<file path="config.mk">
export PLATFORM = sky130hd
export DESIGN_NAME = coord_entry_unit
export DESIGN_NICKNAME = d
export VERILOG_FILES = /design/src/rtl/coord_entry_pkg.sv /design/src/rtl/coord_entry_unit_button_conditioner.sv /design/src/rtl/coord_entry_unit.sv
export SDC_FILE = /design/constraint.sdc
export NUM_CORES = 1
export LEC_CHECK = 0
export ABC_CLOCK_PERIOD_IN_PS = 4700
export CAP_MARGIN = 5
export CORE_MARGIN = 4
export CORE_UTILIZATION = 55
export CTS_CLUSTER_SIZE = 14
export DETAILED_ROUTE_END_ITERATION = 10
export PLACE_DENSITY_LB_ADDON = 0.08
export SLEW_MARGIN = 15
export SYNTH_ARGS = -nofsm -noshare
export SYNTH_HDL_FRONTEND = slang
export SYNTH_HIERARCHICAL = 1
export SYNTH_SLANG_ARGS = --single-unit
export TNS_END_PERCENT = 30
</file>
<file path="constraint.sdc">
create_clock -name clk -period 4.7 [get_ports clk]
set_clock_uncertainty 0.05 [all_clocks]
set_input_delay 0.47 -clock clk [delete_from_list [all_inputs] [get_ports clk]]
set_output_delay 0.47 -clock clk [all_outputs]
set_load 0.01 [all_outputs]
</file>
<file path="src/rtl/coord_entry_pkg.sv">
// Shared types and default parameters for the coordinate entry unit.
package coord_entry_pkg;

  typedef enum logic [1:0] {
    ST_IDLE    = 2'd0,
    ST_X_ENTRY = 2'd1,
    ST_Y_ENTRY = 2'd2,
    ST_CONFIRM = 2'd3
  } state_e;

  localparam logic [1:0] PHASE_IDLE    = 2'd0;
  localparam logic [1:0] PHASE_X_ENTRY = 2'd1;
  localparam logic [1:0] PHASE_Y_ENTRY = 2'd2;
  localparam logic [1:0] PHASE_CONFIRM = 2'd3;

  localparam int unsigned DEF_COORD_W        = 4;
  localparam int unsigned DEF_GRID_MAX       = 9;
  localparam int unsigned DEF_DEB_CYCLES     = 16;
  localparam int unsigned DEF_TIMEOUT_CYCLES = 32'd1 << 20;

endpackage

</file>
<file path="src/rtl/coord_entry_unit_button_conditioner.sv">
// Synchronise, debounce and edge-detect one raw active-low button.
module button_conditioner #(
  parameter int unsigned DEB_CYCLES = 16
) (
  input  logic clk,
  input  logic reset,
  input  logic btn_n_i,
  output logic press_o
);

  // Counter must reach DEB_CYCLES+1 for the post-reset arming window.
  localparam int unsigned CNT_W = $clog2(DEB_CYCLES + 3);

  logic [1:0]       sync_q;
  logic             sync_lvl;
  logic             level_q, level_d;
  logic [CNT_W-1:0] deb_cnt_q, deb_cnt_d;
  logic             armed_q, armed_d;
  logic [CNT_W-1:0] arm_cnt_q, arm_cnt_d;
  logic             press_q, press_d;

  assign sync_lvl = sync_q[1];
  assign press_o  = press_q;

  // Debounce, arming and press detection; a button held through reset stays
  // disarmed until it has been seen released for a full debounce window.
  always_comb begin
    level_d   = level_q;
    deb_cnt_d = '0;
    armed_d   = armed_q;
    arm_cnt_d = arm_cnt_q;

    if (sync_lvl != level_q) begin
      if (deb_cnt_q == CNT_W'(DEB_CYCLES - 1)) begin
        level_d = sync_lvl;
      end else begin
        deb_cnt_d = deb_cnt_q + CNT_W'(1);
      end
    end

    if (!armed_q) begin
      if (!sync_lvl || !level_q) begin
        arm_cnt_d = '0;
      end else if (arm_cnt_q == CNT_W'(DEB_CYCLES + 1)) begin
        armed_d = 1'b1;
      end else begin
        arm_cnt_d = arm_cnt_q + CNT_W'(1);
      end
    end

    press_d = armed_q & level_q & ~level_d;
  end

  // Synchroniser and conditioner state registers.
  always_ff @(posedge clk) begin
    if (reset) begin
      sync_q    <= 2'b11;
      level_q   <= 1'b1;
      deb_cnt_q <= '0;
      armed_q   <= 1'b0;
      arm_cnt_q <= '0;
      press_q   <= 1'b0;
    end else begin
      sync_q    <= {sync_q[0], btn_n_i};
      level_q   <= level_d;
      deb_cnt_q <= deb_cnt_d;
      armed_q   <= armed_d;
      arm_cnt_q <= arm_cnt_d;
      press_q   <= press_d;
    end
  end

endmodule

</file>
<file path="src/rtl/coord_entry_unit.sv">
// Three-button serial entry of an (x, y) grid coordinate with range check.
module coord_entry_unit
  import coord_entry_pkg::*;
#(
  parameter int unsigned COORD_W        = DEF_COORD_W,
  parameter int unsigned GRID_MAX       = DEF_GRID_MAX,
  parameter int unsigned DEB_CYCLES     = DEF_DEB_CYCLES,
  parameter int unsigned TIMEOUT_CYCLES = DEF_TIMEOUT_CYCLES
) (
  input  logic                         clk,
  input  logic                         reset,
  input  logic                         logic_0_button,
  input  logic                         logic_1_button,
  input  logic                         activity_button,
  output logic [COORD_W-1:0]           x_output,
  output logic [COORD_W-1:0]           y_output,
  output logic [$clog2(COORD_W+1)-1:0] bit_count,
  output logic [1:0]                   phase,
  output logic                         valid_coordinate,
  output logic                         coord_error,
  output logic                         entry_timeout
);

  localparam int unsigned CNT_W = $clog2(COORD_W + 1);
  localparam int unsigned TMO_W = $clog2(TIMEOUT_CYCLES + 1);

  state_e             state_q, state_d;
  logic [COORD_W-1:0] x_q, x_d, y_q, y_d;
  logic [CNT_W-1:0]   cnt_q, cnt_d;
  logic [TMO_W-1:0]   tmo_q, tmo_d;
  logic               valid_q, valid_d, err_q, err_d, tout_q, tout_d;

  logic ev0, ev1, eva;
  logic bit_ev, any_ev, cnt_full, tmo_hit, in_range;

  button_conditioner #(.DEB_CYCLES(DEB_CYCLES)) u_btn0 (
    .clk(clk), .reset(reset), .btn_n_i(logic_0_button), .press_o(ev0)
  );
  button_conditioner #(.DEB_CYCLES(DEB_CYCLES)) u_btn1 (
    .clk(clk), .reset(reset), .btn_n_i(logic_1_button), .press_o(ev1)
  );
  button_conditioner #(.DEB_CYCLES(DEB_CYCLES)) u_btna (
    .clk(clk), .reset(reset), .btn_n_i(activity_button), .press_o(eva)
  );

  // Simultaneous 0 and 1 presses cancel out; the bit value is simply ev1.
  assign bit_ev   = ev0 ^ ev1;
  assign any_ev   = ev0 | ev1 | eva;
  assign cnt_full = (cnt_q == CNT_W'(COORD_W));
  assign tmo_hit  = (tmo_q == TMO_W'(TIMEOUT_CYCLES - 1)) && !any_ev;
  assign in_range = (x_q <= COORD_W'(GRID_MAX)) && (y_q <= COORD_W'(GRID_MAX));

  assign x_output         = x_q;
  assign y_output         = y_q;
  assign bit_count        = cnt_q;
  assign phase            = state_q;
  assign valid_coordinate = valid_q;
  assign coord_error      = err_q;
  assign entry_timeout    = tout_q;

  // State and datapath registers.
  always_ff @(posedge clk) begin
    if (reset) begin
      state_q <= ST_IDLE;
      x_q     <= '0;
      y_q     <= '0;
      cnt_q   <= '0;
      tmo_q   <= '0;
      valid_q <= 1'b0;
      err_q   <= 1'b0;
      tout_q  <= 1'b0;
    end else begin
      state_q <= state_d;
      x_q     <= x_d;
      y_q     <= y_d;
      cnt_q   <= cnt_d;
      tmo_q   <= tmo_d;
      valid_q <= valid_d;
      err_q   <= err_d;
      tout_q  <= tout_d;
    end
  end

  // Next-state logic; cancel and timeout win over axis completion.
  always_comb begin
    state_d = state_q;
    unique case (state_q)
      ST_IDLE:    if (bit_ev) state_d = ST_X_ENTRY;
      ST_X_ENTRY: if (eva || tmo_hit) state_d = ST_IDLE;
                  else if (cnt_full) state_d = ST_Y_ENTRY;
      ST_Y_ENTRY: if (eva || tmo_hit) state_d = ST_IDLE;
                  else if (cnt_full) state_d = ST_CONFIRM;
      ST_CONFIRM: if (eva || tmo_hit) state_d = ST_IDLE;
      default:    state_d = ST_IDLE;
    endcase
  end

  // Datapath and pulse outputs for the current state.
  always_comb begin
    x_d     = x_q;
    y_d     = y_q;
    cnt_d   = cnt_q;
    tmo_d   = any_ev ? '0 : tmo_q + TMO_W'(1);
    valid_d = 1'b0;
    err_d   = 1'b0;
    tout_d  = 1'b0;
    unique case (state_q)
      ST_IDLE: begin
        tmo_d = '0;
        if (bit_ev) begin
          x_d   = {ev1, (COORD_W-1)'(0)};
          y_d   = '0;
          cnt_d = CNT_W'(1);
        end
      end
      ST_X_ENTRY, ST_Y_ENTRY: begin
        if (eva || tmo_hit) begin
          x_d    = '0;
          y_d    = '0;
          cnt_d  = '0;
          tout_d = tmo_hit;
        end else if (cnt_full) begin
          if (state_q == ST_X_ENTRY) cnt_d = '0;
        end else if (bit_ev) begin
          cnt_d = cnt_q + CNT_W'(1);
          if (state_q == ST_X_ENTRY) x_d = {ev1, x_q[COORD_W-1:1]};
          else                       y_d = {ev1, y_q[COORD_W-1:1]};
        end
      end
      ST_CONFIRM: begin
        if (eva) begin
          valid_d = in_range;
          err_d   = !in_range;
        end else if (tmo_hit) begin
          x_d    = '0;
          y_d    = '0;
          cnt_d  = '0;
          tout_d = 1'b1;
        end
      end
      default: ;
    endcase
  end

endmodule

</file>
==> results of run 1 <==
## state kept, by name, indices dropped and copies added (netlist names), 2 cells and up
register and cells:
u_btn0/sync_q 2, u_btna/deb_cnt_q 5, u_btn0/arm_cnt_q 5, u_btn1/deb_cnt_q 5, y_output 4, x_output 4
u_btna/sync_q 2, tmo_q 21, u_btna/arm_cnt_q 5, phase 2, bit_count 3, u_btn1/arm_cnt_q 5
u_btn0/deb_cnt_q 5, u_btn1/sync_q 2
## power by group
group	total, mW	switching (mW)	internal (mW)
Clock	0.608	0.244	0.363
Sequential	0.721	0.0138	0.707
Combinational	0.0992	0.0571	0.0420
## cells in the final DEF, fill, tap and decap left out, drive strengths merged, types with 3 or more instances in the layout
cell / count
dfxtp: 82
nor2: 51
nand2: 42
nand3: 30
ha: 25
inv: 21
clkdlybuf4s50: 20
or3: 18
a21oi: 17
o21ai: 15
xor2: 14
a31oi: 13
clkbuf: 10
xnor2: 7
nor2b: 7
or2: 7
nor3: 6
nand4: 6
nand2b: 5
mux2i: 5
a211oi: 4
a211o: 4
a32o: 3
bufinv: 3
and3: 3
and4bb: 3
nor4bb: 3
or3b: 3
## through the flow
stage,total power [mW],hold WS [ns]
6_report,1.43,0.368
5_1_grt,1.49,0.392
4_1_cts,1.44,0.369
3_5_place_dp,0.836,0.349
3_3_place_gp,0.833,0.342
2_1_floorplan,0.807,0.339
## cells by family after synthesis
kind of cell    Yosys count  share of synthesized area
simple gates            190                      0.270
buf+inv                  32                     0.0372
flops                    82                      0.440
fa+ha+maj                25                     0.0839
compound gates           60                      0.102
xor+xnor                 21                     0.0493
mux                       6                     0.0164
## routing by layer
layer  wire [um]  up-vias  track usage
li1            -     1492            -
met1        3100     1317        0.209
met2        2980       51        0.259
met3         241       12       0.0475
met4         128        0       0.0765
met5           0        -            0
## worst register-to-register path, stage by stage (launching register included)
cell                       delay (ns)
sky130_fd_sc_hd__dfxtp_1         0.40
sky130_fd_sc_hd__ha_1            0.25
sky130_fd_sc_hd__nand4_1         0.08
sky130_fd_sc_hd__or2_1           0.32
sky130_fd_sc_hd__nor4_4          0.47
sky130_fd_sc_hd__o21ai_0         0.38
sky130_fd_sc_hd__a311oi_1        0.34
sky130_fd_sc_hd__a211oi_1        0.07
## area by class of cell
type	instances	area, um2	share of cell area
clock inverter	5	103	0.0244
clock buffer	10	138	0.0327
sequential	82	1640	0.390
inverter	21	78.8	0.0187
timing repair buffer	21	208	0.0493
tap	77	96.3	0.0229
multi-input combinational	302	1950	0.462
## how the worst min path moves through the flow
stage / startpoint / to / slack (ns) / cells after the start
2_1_floorplan: u_btn0/sync_q[0] / u_btn0/sync_q[1] / 0.34 / 1
6_report: u_btn1/sync_q[0] / u_btn1/sync_q[1] / 0.37 / 1
5_1_grt: u_btna/sync_q[0] / u_btna/sync_q[1] / 0.39 / 1
4_1_cts: u_btn1/sync_q[0] / u_btn1/sync_q[1] / 0.37 / 1
3_3_place_gp: u_btn1/sync_q[0] / u_btn1/sync_q[1] / 0.34 / 1
3_5_place_dp: u_btn1/sync_q[0] / u_btn1/sync_q[1] / 0.35 / 1
==> results.yml, run 1 <==
placed_design:
  inst_count_dp: 503
  area_after_detailed_placement_um2: 3970
  place.port_buffers: 20
  dp_worst_setup_slack_ns: 2.24
  hpwl_um: 4440
  gp_routability_congestion: 0.915
critical_path:
  worst_r2r_startpoint: "tmo_q[0]"
  worst-endpoint-arrival_ns: 2.67
  setup.worst_path.start: "tmo_q[0]"
  cp_max_fo: 11
  cp_num_cells: 7
  cp_top_family: "simple AND/OR/NAND/NOR gates"
  critPathCapture: "bit_count[0]"
  endpoint_kind: "flip-flop"
  worstPathCellList: "ha_1 -> nand4_1 -> or2_1 -> nor4_4 -> o21ai_0 -> a311oi_1 -> a211oi_1"
  r2r-end: "bit_count[0]"
  path_class: "flip-flop to flip-flop"
  critical_path_data_required_time_ns: 4.87
  critical_path.startpoint_type: "flip-flop"
  worstPathBufferInverterCount: 0
  reg2regPathDepth: 7
  r2r_slack_ns: 2.20
  crit_slowest_cell: "sky130_fd_sc_hd__nor4_4"
  cp_slowest_stage_delay_ns: 0.47
yosys:
  yosys.area.top_type_share: 0.440
  post_synthesis_sequential_element_count: 82
  synth_edf_count: 0
  seq_total_area_yosys: 0.440
  synth_fp_nets: 446
  synth_commonest_cells: "82 x sky130_fd_sc_hd__dfxtp_1, 50 x sky130_fd_sc_hd__nor2_1, 41 x sky130_fd_sc_hd__nand2_1"
  synth_area_um2: 3730
  synthFlopType: "sky130_fd_sc_hd__dfxtp_1"
  yosysTopAreaCell: "sky130_fd_sc_hd__dfxtp_1"
  ys_types: 47
  top_count_cell_post_synth: "sky130_fd_sc_hd__dfxtp_1"
  synth_top_cells_by_area: "sky130_fd_sc_hd__dfxtp_1 44%, sky130_fd_sc_hd__ha_1 8.4%, sky130_fd_sc_hd__nor2_1 5.0%"
  synth-warning-count: 6
  syn-instance-count: 416
  async_flop_share: 0
  synthesis.area_per_instance_um2: 8.96
route:
  first_pass_iters: 4
  drt_drc_violations_left: 0
  detail_route.wirelength_um: 6460
  postRouteAntennaNets: 0
  number_of_drc_markers_in_iteration_0: 92
  wl_per_cell_um: 12.5
  via_count: 2872
  via_per_inst: 5.54
die:
  dieArea_um2: 8160
  placeableCoreArea_um2: 6460
  chipWidth_um: 90.3
  die-height_um: 90.3
  placementRows: 29
  floorplan.initialDensity: 0.577
  pin_count: 21
worst_hold_path:
  min_path_type: "flip-flop to flip-flop"
cts:
  cts_buffers: 9
  clk_path_buf_depth: 2
  clock_latency_ns: 0.35
  cts_sinks: 82
  cts_repair_resize_count: 0
  cts_setup_buffers: 0
  cts_tree: "done"
  ctsRootBufferMaster: "sky130_fd_sc_hd__clkbuf_8"
  clkTransAtPathRegs_ns: 0.08
  hold_buffers: 0
  ctsHtreeMaxLevel: 3
finish:
  final_core_utilization: 0.652
  fin_area_um2: 4210
  finish.net_count: 467
  layout-area-overhead-vs-synth_pct: 13.0
  diodes: 0
  final_layout_size_suffix_gt1_frac: 0.0907
  fillerInstances: 563
  layout.cells.non_filler: 518
sta:
  timing.final.ws_setup_ns: 2.20
  finalCriticalPeriod_ns: 2.50
  drv_slew: 0
  max_freq_ghz: 0.400
  relSlewSlack: 0.495
  unrepaired_setup_endpoints_after_global_routing: "no"
  worst_pin_slew_ns: 0.756
  timing.final.hold_violations: 0
  setup_total_negative_slack_ns: 0
  min_period_over_period: 0.532
  final_setup_violation_count: 0
global_routing:
  grt_overall_usage: 0.165
  grt_first_pass_wirelength_um: 11200
  grt-ovfl-total: 0
  grt_start_max_net_pins: 42
  grt_pass1_vias: 2544
  grt_antenna_before_repair: 0
run:
  drv_cap: 0
power_and_ir_drop:
  powerDensity_nw_per_um2: 339
  power.ir.vdd_worst_mv: 0.247
  power.static_leakage_nw: 1.50
status:
  run_status: "complete, no violations"
Note: power is estimated with default switching activity, not from simulation.
==> run 2: changes to the inputs <==
--- a/config.mk
+++ b/config.mk
@@ -5,10 +5,10 @@
 export SDC_FILE = /design/constraint.sdc
 export NUM_CORES = 1
 export LEC_CHECK = 0
-export ABC_CLOCK_PERIOD_IN_PS = 4700
+export ABC_CLOCK_PERIOD_IN_PS = 2029
 export CAP_MARGIN = 5
 export CORE_MARGIN = 4
-export CORE_UTILIZATION = 55
+export CORE_UTILIZATION = 53
 export CTS_CLUSTER_SIZE = 14
 export DETAILED_ROUTE_END_ITERATION = 10
 export PLACE_DENSITY_LB_ADDON = 0.08
==> constraint.sdc (replaced) <==
create_clock -name clk -period 2.03 [get_ports clk]
set_clock_uncertainty 0.05 [all_clocks]
set_input_delay 0.203 -clock clk [delete_from_list [all_inputs] [get_ports clk]]
set_output_delay 0.203 -clock clk [all_outputs]
set_load 0.01 [all_outputs]
==> run 2 against run 1 <==
Compared with the run above:
- sequential share of layout area shrank 2.4 points
- combinational power grew to 2.9 times the previous value
- die area is 3.4% higher
- wire length increased by 7.3%
- total power is 130% higher
- cell area grew 7.0%
- register-to-register slack worse by 2.1 ns
- critical path type unchanged
- critical endpoint is now y_output[0]
- largest cell class unchanged
- largest power group unchanged
==> results.yml, run 2 (same netlist as run 1, synthesis figures left out) <==
status:
  run_status: "complete, no violations"
route:
  wl_per_cell_um: 12.3
  drt_drc_violations_left: 0
  number_of_drc_markers_in_iteration_0: 86
  via_count: 2989
  via_per_inst: 5.30
  postRouteAntennaNets: 0
  first_pass_iters: 4
  detail_route.wirelength_um: 6930
worst_hold_path:
  min_path_type: "flip-flop to flip-flop"
  hold_path.startpoint: "u_btn0/sync_q[0]"
sta:
  max_freq_ghz: 0.508
  final_setup_violation_count: 0
  relSlewSlack: 0.704
  worst_pin_slew_ns: 0.441
  timing.final.ws_setup_ns: 0.0613
  unrepaired_setup_endpoints_after_global_routing: "yes"
  final.hold.worst_slack_ns: 0.361
  min_period_over_period: 0.970
  setup_total_negative_slack_ns: 0
  timing.final.hold_violations: 0
  drv_slew: 0
  finalCriticalPeriod_ns: 1.97
critical_path:
  cp_slowest_stage_delay_ns: 0.36
  worst-endpoint-arrival_ns: 2.16
  critical_path_data_required_time_ns: 2.22
  endpoint_kind: "flip-flop"
  crit_slowest_cell: "sky130_fd_sc_hd__a211o_4"
  path_class: "flip-flop to flip-flop"
  cp_max_fo: 6
  worstPathCellList: "and4_4 -> nand4_4 -> nor4_4 -> buf_6 -> nor2_4 -> a211o_4 -> mux2i_2"
  setup.worst_path.start: "tmo_q[14]"
  critical_path.startpoint_type: "flip-flop"
  worst_r2r_startpoint: "tmo_q[14]"
finish:
  diodes: 0
  final_cell_mix: "75 x sky130_fd_sc_hd__dfxtp_1, 49 x sky130_fd_sc_hd__nor2_1, 40 x sky130_fd_sc_hd__nand2_1, 29 x sky130_fd_sc_hd__nand3_1, 25 x sky130_fd_sc_hd__buf_4"
  fillerInstances: 591
  final_layout_size_suffix_gt1_frac: 0.184
  largest_register_ffs: 21
  finish.net_count: 493
  final_core_utilization: 0.660
  layout-area-overhead-vs-synth_pct: 20.9
  largest_register: "tmo_q"
  layout_commonest_cell: "sky130_fd_sc_hd__dfxtp_1"
global_routing:
  gr-max-usage-layer: "met2"
  grt-ovfl-total: 0
  grt_overall_usage: 0.173
  grt_util_met2: 0.274
  global_route_met1_usage: 0.224
  grt.met3_usage: 0.0320
  grt_start_max_net_pins: 41
  grt_first_pass_wirelength_um: 12100
  grt_pass1_vias: 2733
  grt_antenna_before_repair: 0
power_and_ir_drop:
  finalPower_mw: 3.25
  power.ir.vdd_worst_mv: 0.408
  power.static_leakage_nw: 1.65
  powerDensity_nw_per_um2: 720
placed_design:
  gp_routability_congestion: 0.836
  hpwl_um: 4840
  place.port_buffers: 20
  dp_worst_setup_slack_ns: 0.0217
run:
  drv_cap: 0
cts:
  cts_buffers: 9
  ctsRootBufferMaster: "sky130_fd_sc_hd__clkbuf_8"
  cts_tree: "done"
  ctsHtreeMaxLevel: 3
  clock_latency_ns: 0.35
  cts_sinks: 82
  clkTransAtPathRegs_ns: 0.08
  clk_path_buf_depth: 2
die:
  floorplan.initialDensity: 0.546
  chipWidth_um: 91.9
  dieArea_um2: 8440
  placementRows: 30
  placeableCoreArea_um2: 6830
  die-height_um: 91.9
  pin_count: 21
run 2: changes by cell type in the layout (fill, tap and decap cells not counted), sizes merged:
cell / before / now
buf: 1 / 27
bufinv: 3 / 2
clkbuf: 10 / 11
clkinv: 1 / 2
run 2: layout make-up:
cell class,instances,area [um2],share of cell area
Multi-Input combinational cell,302,2020,0.448
Sequential cell,82,1650,0.366
Timing Repair Buffer,47,419,0.0930
Clock buffer,11,141,0.0314
Tap cell,96,120,0.0266
Inverter,21,78.8,0.0175
Clock inverter,5,77.6,0.0172
run 2: routing by layer:
metal	vias to the layer above	routed length, um
met1	1418	3350
met5	-	0
met4	0	155
li1	1538	-
met3	12	129
met2	21	3290
run 2: path summary, 6_finish.rpt:
| kind | slack [ns] | to | cells after the start |
|---|---|---|---|
| max | 0.06 | y_output[0] | 7 |
| min | 0.36 | u_btn0/sync_q[1] | 1 |
| max reg2reg | 0.06 | y_output[0] | 7 |
| min reg2reg | 0.36 | u_btn0/sync_q[1] | 1 |
run 2: critical path: cells and delay by family (launching register included):
| kind | cells | cell delay [ns] |
|---|---|---|
| simple gates | 4 | 0.76 |
| compound gates | 1 | 0.36 |
| flops | 1 | 0.35 |
| buf+inv | 1 | 0.18 |
| mux | 1 | 0.16 |
run 2: report_power, final:
| part | switching [mW] | internal [mW] | total (mW) |
|---|---|---|---|
| clock network | 0.566 | 0.723 | 1.29 |
| logic | 0.153 | 0.138 | 0.291 |
| registers | 0.0282 | 1.64 | 1.67 |
run 2: stage by stage:
stage,cell area (um2),std cells
3_3_place_gp,4190,546
3_5_place_dp,4190,546
2_1_floorplan,3730,416
5_1_grt,4510,564
4_1_cts,4410,562
6_report,4510,564
run 2: what timing repair did:
| item | 4_1_cts | 5_1_grt |
|---|---|---|
| resized for setup | 0 | 24 |
| setup buffers | 0 | 2 |
| endpoints found under the setup margin | 0 | 11 |
| hold buffers | 0 | 0 |
